--- src/rtl/vadd_float_ctrl_pkg.sv ---
// vadd_float_ctrl_pkg: register map, FSM state types and CTRL bit positions for the vadd_float control slave.
package vadd_float_ctrl_pkg;

    localparam logic [5:0] ADDR_CTRL   = 6'h00;
    localparam logic [5:0] ADDR_GIE    = 6'h04;
    localparam logic [5:0] ADDR_IER    = 6'h08;
    localparam logic [5:0] ADDR_ISR    = 6'h0C;
    localparam logic [5:0] ADDR_XFER   = 6'h10;
    localparam logic [5:0] ADDR_PTR_LO = 6'h18;
    localparam logic [5:0] ADDR_PTR_HI = 6'h1C;

    localparam int CTRL_START = 0;
    localparam int CTRL_DONE  = 1;
    localparam int CTRL_IDLE  = 2;
    localparam int CTRL_READY = 3;
    localparam int CTRL_AUTO  = 7;

    typedef enum logic [1:0] {WR_IDLE, WR_DATA, WR_RESP} wr_state_t;
    typedef enum logic {RD_IDLE, RD_DATA} rd_state_t;

    function automatic logic [31:0] apply_strb(input logic [31:0] old, input logic [31:0] data,
                                               input logic [3:0] strb);
        logic [31:0] m;
        for (int i = 0; i < 4; i++) m[i*8 +: 8] = {8{strb[i]}};
        return (old & ~m) | (data & m);
    endfunction

endpackage

--- src/rtl/vadd_float_control_s_axi_if.sv ---
// vadd_float_control_s_axi_if: AXI4-Lite control bus bundle with master/slave views.
interface vadd_float_control_s_axi_if #(parameter int AW = 12);
    logic          awvalid;
    logic          awready;
    logic [AW-1:0] awaddr;
    logic          wvalid;
    logic          wready;
    logic [31:0]   wdata;
    logic [3:0]    wstrb;
    logic          bvalid;
    logic          bready;
    logic [1:0]    bresp;
    logic          arvalid;
    logic          arready;
    logic [AW-1:0] araddr;
    logic          rvalid;
    logic          rready;
    logic [31:0]   rdata;
    logic [1:0]    rresp;

    modport slave (
        input  awvalid, awaddr, wvalid, wdata, wstrb, bready, arvalid, araddr, rready,
        output awready, wready, bvalid, bresp, arready, rvalid, rdata, rresp
    );
    modport master (
        output awvalid, awaddr, wvalid, wdata, wstrb, bready, arvalid, araddr, rready,
        input  awready, wready, bvalid, bresp, arready, rvalid, rdata, rresp
    );
endinterface

--- src/rtl/vadd_float_control_s_axi.sv ---
// vadd_float_control_s_axi: AXI4-Lite register file and ap_ctrl_hs handshake for vadd_float.
// Interrupt registers (GIE/IER/ISR) exist only when VADD_FLOAT_IRQ_EN is defined.
module vadd_float_control_s_axi
    import vadd_float_ctrl_pkg::*;
#(
    parameter int C_S_AXI_ADDR_WIDTH = 12,
    parameter int C_S_AXI_DATA_WIDTH = 32
) (
    input  logic                              ap_clk,
    input  logic                              areset,
    vadd_float_control_s_axi_if.slave         s_axi_control,
    output logic                              interrupt,
    output logic                              ap_start,
    input  logic                              ap_done,
    input  logic                              ap_idle,
    input  logic                              ap_ready,
    output logic [31:0]                       ctrl_xfer_size_in_bytes,
    output logic [63:0]                       axi00_ptr0
);

    wr_state_t wr_state, wr_next;
    rd_state_t rd_state, rd_next;
    logic [5:0] waddr;
    logic [C_S_AXI_DATA_WIDTH-1:0] rdata_q;
    logic [31:0] rmux, ctrl_word, xfer, ptr_lo, ptr_hi;
    logic auto_restart, done_bit, ready_bit, idle_bit;
    logic w_hs, ar_hs, rd_ctrl, wr_ctrl, wr_xfer, wr_lo, wr_hi;

    always_ff @(posedge ap_clk) begin
        if (areset) begin
            wr_state <= WR_IDLE;
            rd_state <= RD_IDLE;
        end else begin
            wr_state <= wr_next;
            rd_state <= rd_next;
        end
    end

    always_comb begin
        wr_next = (wr_state == WR_IDLE && s_axi_control.awvalid) ? WR_DATA :
                  (wr_state == WR_DATA && s_axi_control.wvalid)  ? WR_RESP :
                  (wr_state == WR_RESP && s_axi_control.bready)  ? WR_IDLE : wr_state;
        rd_next = (rd_state == RD_IDLE && s_axi_control.arvalid) ? RD_DATA :
                  (rd_state == RD_DATA && s_axi_control.rready)  ? RD_IDLE : rd_state;
    end

    // Ready outputs are masked by reset so the bus sees them low during the reset cycle itself.
    always_comb begin
        s_axi_control.awready = wr_state == WR_IDLE && !areset;
        s_axi_control.wready  = wr_state == WR_DATA;
        s_axi_control.bvalid  = wr_state == WR_RESP;
        s_axi_control.bresp   = 2'b00;
        s_axi_control.arready = rd_state == RD_IDLE && !areset;
        s_axi_control.rvalid  = rd_state == RD_DATA;
        s_axi_control.rdata   = rdata_q;
        s_axi_control.rresp   = 2'b00;
    end

    assign w_hs    = s_axi_control.wvalid && s_axi_control.wready;
    assign ar_hs   = s_axi_control.arvalid && s_axi_control.arready;
    assign rd_ctrl = ar_hs && s_axi_control.araddr[5:0] == ADDR_CTRL;
    assign wr_ctrl = w_hs && waddr == ADDR_CTRL && s_axi_control.wstrb[0];
    assign wr_xfer = w_hs && waddr == ADDR_XFER;
    assign wr_lo   = w_hs && waddr == ADDR_PTR_LO;
    assign wr_hi   = w_hs && waddr == ADDR_PTR_HI;

    always_ff @(posedge ap_clk) begin
        if (areset) waddr <= '0;
        else if (s_axi_control.awvalid && s_axi_control.awready) waddr <= s_axi_control.awaddr[5:0];
    end

    // Pulses set the sticky status bits in the same cycle a CTRL read clears them; the set wins.
    always_ff @(posedge ap_clk) begin
        if (areset) begin
            auto_restart <= 1'b0;
            ap_start     <= 1'b0;
            done_bit     <= 1'b0;
            ready_bit    <= 1'b0;
            idle_bit     <= 1'b0;
            xfer         <= '0;
            ptr_lo       <= '0;
            ptr_hi       <= '0;
        end else begin
            auto_restart <= wr_ctrl ? s_axi_control.wdata[CTRL_AUTO] : auto_restart;
            ap_start     <= (wr_ctrl && s_axi_control.wdata[CTRL_START]) ||
                            (ap_start && !(ap_ready && !auto_restart));
            done_bit     <= ap_done || (done_bit && !rd_ctrl);
            ready_bit    <= ap_ready || (ready_bit && !rd_ctrl);
            idle_bit     <= ap_idle;
            xfer         <= wr_xfer ? apply_strb(xfer, s_axi_control.wdata, s_axi_control.wstrb) : xfer;
            ptr_lo       <= wr_lo ? apply_strb(ptr_lo, s_axi_control.wdata, s_axi_control.wstrb) : ptr_lo;
            ptr_hi       <= wr_hi ? apply_strb(ptr_hi, s_axi_control.wdata, s_axi_control.wstrb) : ptr_hi;
        end
    end

`ifdef VADD_FLOAT_IRQ_EN
    logic gie, irq;
    logic [1:0] ier, isr;
    logic wr_isr;

    assign wr_isr = w_hs && waddr == ADDR_ISR && s_axi_control.wstrb[0];

    always_ff @(posedge ap_clk) begin
        if (areset) begin
            gie <= 1'b0;
            ier <= '0;
            isr <= '0;
            irq <= 1'b0;
        end else begin
            gie    <= (w_hs && waddr == ADDR_GIE && s_axi_control.wstrb[0]) ? s_axi_control.wdata[0] : gie;
            ier    <= (w_hs && waddr == ADDR_IER && s_axi_control.wstrb[0]) ? s_axi_control.wdata[1:0] : ier;
            isr[0] <= (ier[0] && ap_done)  ? 1'b1 : wr_isr ? isr[0] ^ s_axi_control.wdata[0] : isr[0];
            isr[1] <= (ier[1] && ap_ready) ? 1'b1 : wr_isr ? isr[1] ^ s_axi_control.wdata[1] : isr[1];
            irq    <= gie && |isr;
        end
    end

    assign interrupt = irq;
`else
    assign interrupt = 1'b0;
`endif

    always_comb begin
        ctrl_word = '0;
        ctrl_word[CTRL_START] = ap_start;
        ctrl_word[CTRL_DONE]  = done_bit;
        ctrl_word[CTRL_IDLE]  = idle_bit;
        ctrl_word[CTRL_READY] = ready_bit;
        ctrl_word[CTRL_AUTO]  = auto_restart;
    end

    always_comb begin
        rmux = '0;
        case (s_axi_control.araddr[5:0])
            ADDR_CTRL:   rmux = ctrl_word;
`ifdef VADD_FLOAT_IRQ_EN
            ADDR_GIE:    rmux = {31'b0, gie};
            ADDR_IER:    rmux = {30'b0, ier};
            ADDR_ISR:    rmux = {30'b0, isr};
`endif
            ADDR_XFER:   rmux = xfer;
            ADDR_PTR_LO: rmux = ptr_lo;
            ADDR_PTR_HI: rmux = ptr_hi;
            default:     rmux = '0;
        endcase
    end

    always_ff @(posedge ap_clk) begin
        if (areset) rdata_q <= '0;
        else if (ar_hs) rdata_q <= rmux;
    end

    assign ctrl_xfer_size_in_bytes = xfer;
    assign axi00_ptr0 = {ptr_hi, ptr_lo};

endmodule
--- src/flat_wrapper.sv ---
// flat-port wrapper written by rule: the top's interface ports become plain ports
module vadd_float_control_s_axi_flat import vadd_float_ctrl_pkg::*;
#(
    parameter int C_S_AXI_ADDR_WIDTH = 12,
    parameter int C_S_AXI_DATA_WIDTH = 32
)
  (ap_clk, areset, interrupt, ap_start, ap_done, ap_idle, ap_ready, ctrl_xfer_size_in_bytes, axi00_ptr0, s_axi_control_awvalid, s_axi_control_awaddr, s_axi_control_wvalid, s_axi_control_wdata, s_axi_control_wstrb, s_axi_control_bready, s_axi_control_arvalid, s_axi_control_araddr, s_axi_control_rready, s_axi_control_awready, s_axi_control_wready, s_axi_control_bvalid, s_axi_control_bresp, s_axi_control_arready, s_axi_control_rvalid, s_axi_control_rdata, s_axi_control_rresp);
  vadd_float_control_s_axi_if s_axi_control_i ();
  input  logic ap_clk;
  input  logic areset;
  output logic interrupt;
  output logic ap_start;
  input  logic ap_done;
  input  logic ap_idle;
  input  logic ap_ready;
  output logic [31:0] ctrl_xfer_size_in_bytes;
  output logic [63:0] axi00_ptr0;
  input wire logic [$bits(s_axi_control_i.awvalid)-1:0] s_axi_control_awvalid;
  input wire logic [$bits(s_axi_control_i.awaddr)-1:0] s_axi_control_awaddr;
  input wire logic [$bits(s_axi_control_i.wvalid)-1:0] s_axi_control_wvalid;
  input wire logic [$bits(s_axi_control_i.wdata)-1:0] s_axi_control_wdata;
  input wire logic [$bits(s_axi_control_i.wstrb)-1:0] s_axi_control_wstrb;
  input wire logic [$bits(s_axi_control_i.bready)-1:0] s_axi_control_bready;
  input wire logic [$bits(s_axi_control_i.arvalid)-1:0] s_axi_control_arvalid;
  input wire logic [$bits(s_axi_control_i.araddr)-1:0] s_axi_control_araddr;
  input wire logic [$bits(s_axi_control_i.rready)-1:0] s_axi_control_rready;
  output wire logic [$bits(s_axi_control_i.awready)-1:0] s_axi_control_awready;
  output wire logic [$bits(s_axi_control_i.wready)-1:0] s_axi_control_wready;
  output wire logic [$bits(s_axi_control_i.bvalid)-1:0] s_axi_control_bvalid;
  output wire logic [$bits(s_axi_control_i.bresp)-1:0] s_axi_control_bresp;
  output wire logic [$bits(s_axi_control_i.arready)-1:0] s_axi_control_arready;
  output wire logic [$bits(s_axi_control_i.rvalid)-1:0] s_axi_control_rvalid;
  output wire logic [$bits(s_axi_control_i.rdata)-1:0] s_axi_control_rdata;
  output wire logic [$bits(s_axi_control_i.rresp)-1:0] s_axi_control_rresp;
  assign s_axi_control_i.awvalid = s_axi_control_awvalid;
  assign s_axi_control_i.awaddr = s_axi_control_awaddr;
  assign s_axi_control_i.wvalid = s_axi_control_wvalid;
  assign s_axi_control_i.wdata = s_axi_control_wdata;
  assign s_axi_control_i.wstrb = s_axi_control_wstrb;
  assign s_axi_control_i.bready = s_axi_control_bready;
  assign s_axi_control_i.arvalid = s_axi_control_arvalid;
  assign s_axi_control_i.araddr = s_axi_control_araddr;
  assign s_axi_control_i.rready = s_axi_control_rready;
  assign s_axi_control_awready = s_axi_control_i.awready;
  assign s_axi_control_wready = s_axi_control_i.wready;
  assign s_axi_control_bvalid = s_axi_control_i.bvalid;
  assign s_axi_control_bresp = s_axi_control_i.bresp;
  assign s_axi_control_arready = s_axi_control_i.arready;
  assign s_axi_control_rvalid = s_axi_control_i.rvalid;
  assign s_axi_control_rdata = s_axi_control_i.rdata;
  assign s_axi_control_rresp = s_axi_control_i.rresp;
  vadd_float_control_s_axi #(.C_S_AXI_ADDR_WIDTH(C_S_AXI_ADDR_WIDTH), .C_S_AXI_DATA_WIDTH(C_S_AXI_DATA_WIDTH)) u_core (.ap_clk(ap_clk), .areset(areset), .s_axi_control(s_axi_control_i), .interrupt(interrupt), .ap_start(ap_start), .ap_done(ap_done), .ap_idle(ap_idle), .ap_ready(ap_ready), .ctrl_xfer_size_in_bytes(ctrl_xfer_size_in_bytes), .axi00_ptr0(axi00_ptr0));
endmodule
--- config.mk ---
export PLATFORM = sky130hd
export DESIGN_NAME = vadd_float_control_s_axi_flat
export DESIGN_NICKNAME = d
export VERILOG_FILES = /design/src/rtl/vadd_float_ctrl_pkg.sv /design/src/rtl/vadd_float_control_s_axi_if.sv /design/src/rtl/vadd_float_control_s_axi.sv /design/src/flat_wrapper.sv
export SDC_FILE = /design/constraint.sdc
export NUM_CORES = 1
export LEC_CHECK = 0
export ABC_AREA = 1
export BUFFER_PORTS_ARGS = -buffer_cell sky130_fd_sc_hd__buf_4
export CORE_MARGIN = 2
export CORE_UTILIZATION = 54
export DETAILED_ROUTE_END_ITERATION = 10
export GPL_TIMING_DRIVEN = 0
export PLACE_DENSITY = 0.95
export SLEW_MARGIN = 20
export SYNTH_ARGS = -nofsm -noshare
export SYNTH_HDL_FRONTEND = slang
export SYNTH_SLANG_ARGS = --single-unit
--- constraint.sdc ---
create_clock -name ap_clk -period 2.5 [get_ports ap_clk]
set_input_delay 0.5 -clock ap_clk [delete_from_list [all_inputs] [get_ports ap_clk]]
set_output_delay 0.5 -clock ap_clk [all_outputs]
set_load 0.02 [all_outputs]
==> summary.md <==
| Metric | Value |
|---|---|
| Outcome | completed |
| Final min period | 2.11 ns |
| Hold Path Class | input pin to flop |
| RSZ-0062 raised after global routing | no |
| First-pass GRT wire length | 30.0 mm |
| Hold buffers post-CTS | 0 |
| WP data arrival | 1.61 ns |
| Seq/Total Area, Yosys | 0.465 |
| Die W | 110 µm |
| Leading cell types in the layout, fill and taps excluded | buf_4, dfxtp_1, nand2_1 |
| Worst R2R Path Depth | 7 |
| Peak VDD IR | 0.000534 V |
| Worst hold slack | 0.273 ns |
| Crit Path Max Fanout | 7 |
| Worst path max stage delay | 0.58 ns |
| Routed WL | 19.7 mm |
| # DRC | 0 |
| Pwr/cell area | 628 nW/µm² |
| Final net count | 1,105 |
| Initial Util | 0.559 |
| Most common cell after layout, fill and taps aside | buf_4 |
| Setup_tns | 0 ns |
| Layout Cell Area excl Fill | 8320 µm² |
| I/O Buffers | 191 |
| DP HPWL | 14.1 mm |
| Worst-path clk slew | 0.06 ns |
| Cell count after synthesis | 821 |
| Initial DRT Pass Iterations | 6 |
| Peak Freq | 0.473 GHz |
| Worst-path cell chain | nor3_1 > buf_4 |
| FP Rows | 38 |
| Crit start category | flop |
| Worst path slowest cell | nor3_1 |
| Initial antenna violation count | 0 |
| Clk buf depth | 2 |
| Max transition margin | 0.524 |
| CTS buffer count | 17 |
| Core area | 10,900 µm² |
| Cell area after placement | 7730 µm² |
| Die H | 110 µm |
| PostCTS Resize Cnt | 0 |
| Antenna viol nets, final | 0 |
| Die area | 12,200 µm² |
| Max-slew violations | 0 |
| Syn. warnings | 0 |
| Synth async-reset ratio | 0 |
| Netlist Area Pre-Place | 6110 µm² |
| Layout area overhead | 36.2% |
| Yosys cell types | 27 |
| WL per Instance | 16.6 µm |
| Initial DRC Count | 604 |
| Vias | 6,559 |
| Critical Setup Path Class | flop to output port |
| Largest net degree at the start of global routing | 17 |
| Top FF cell, synth | dfxtp_1 |
| # H-tree levels | 4 |
| CTS sink count | 142 |
| Hold depth | 2 |
| Leak | 3.45 nW |
| Insertion delay to the later sink of the worst-skew pair | 0.42 ns |
| Antenna Cells | 0 |
| Worst slew pin tran | 0.710 ns |
| Number of global-route vias before repair | 6,131 |
| Max cap viols | 0 |
| Crit share post-route | 0.845 |
| Root buffer cell | clkbuf_16 |
| Endpoints failing hold | 0 |
| Gr usage total | 0.324 |
| Setup violations, final | 0 |
| Global placer's final weighted congestion | 0.891 |
| EDFF count, synth | 0 |
| Avg Cell Area, Syn | 7.44 µm² |
| Layout cell share with drive strength beyond 1 | 0.256 |
| # IOs | 209 |
| Vias per cell | 5.52 |
| Final Util | 0.761 |
| Total global routing overflow | 0 |
| #FFs+latches synth | 142 |
| CTS tree | done |
| Max Clock Skew | 0.0121 ns |
| Req. time, crit path | 2.00 ns |
| CP endpoint kind | output port |
| Post-CTS setup buffers | 0 |
power breakdown:
part | internal (mW) | switching, mW | leakage, nW | total [mW]
Combinational | 0.134 | 0.250 | 2.03 | 0.383
Clock | 1.53 | 1.01 | 0.277 | 2.54
Sequential | 2.28 | 0.0157 | 1.15 | 2.30
Total | 3.95 | 1.27 | 3.45 | 5.23
worst max-delay path: cells and delay by family (launching register included):
family | cells | cell delay, ns
buf+inv | 1 | 0.26
flops | 1 | 0.35
simple gates | 1 | 0.58
logic make-up (layout without fill, tap and decap cells):
family	after synthesis	after routing	synth area share
other	1	5	0.000614
AO/OA/AOI/OAI	239	239	0.197
buffers and inverters	177	400	0.129
AND/OR/NAND/NOR	262	262	0.208
flip-flops	142	142	0.465
path summary, 6_finish.rpt:
path                                           start                          end  slack (ns)
worst min register to register                  flop                         flop        0.46
worst max register to register       u_core.waddr[0]                         flop        0.69
worst max-delay path              u_core.wr_state[1]        s_axi_control_awready        0.39
worst min-delay path            s_axi_control_rready  u_core.s_axi_control.rvalid        0.27
per-layer routing:
layer | vias to the layer above | GRT usage | share of wire
li1 | 3086 | - | -
met1 | 3055 | 0.372 | 0.38
met2 | 369 | 0.567 | 0.50
met3 | 49 | 0.0829 | 0.099
met4 | 0 | 0.144 | 0.023
met5 | - | 0 | 0
final cells by class:
class                   count  area, µm²
plain buffers              49        305
flip-flops and latches    142       2840
well taps                 140        175
clock buffers              21        460
inverters                 128        480
fillers                   817       2610
repair buffers            191       1430
multi-input cells         506       2500
clock inverters            11        130
cells in the mapped netlist, drive strengths merged, types with 5 or more instances:
cell type | count | share of area
o21ai | 105 | 0.087
inv | 128 | 0.079
nor2 | 27 | 0.020
nand3 | 85 | 0.087
dfxtp | 142 | 0.47
nor3 | 5 | 0.0086
nand2 | 140 | 0.087
a21oi | 133 | 0.11
buf | 23 | 0.032
nand4 | 5 | 0.0051
clkbuf | 26 | 0.018
stage by stage:
stage | worst slack, ns | instances | power (mW)
floorplan | 0.768 | 825 | 2.54
global placement | 0.399 | 1156 | 2.71
detailed placement | 0.372 | 1156 | 2.72
CTS | 0.385 | 1188 | 5.21
global route | 0.313 | 1188 | 5.35
finish | 0.387 | 1188 | 5.23
Note: power is estimated with default switching activity, not from simulation.
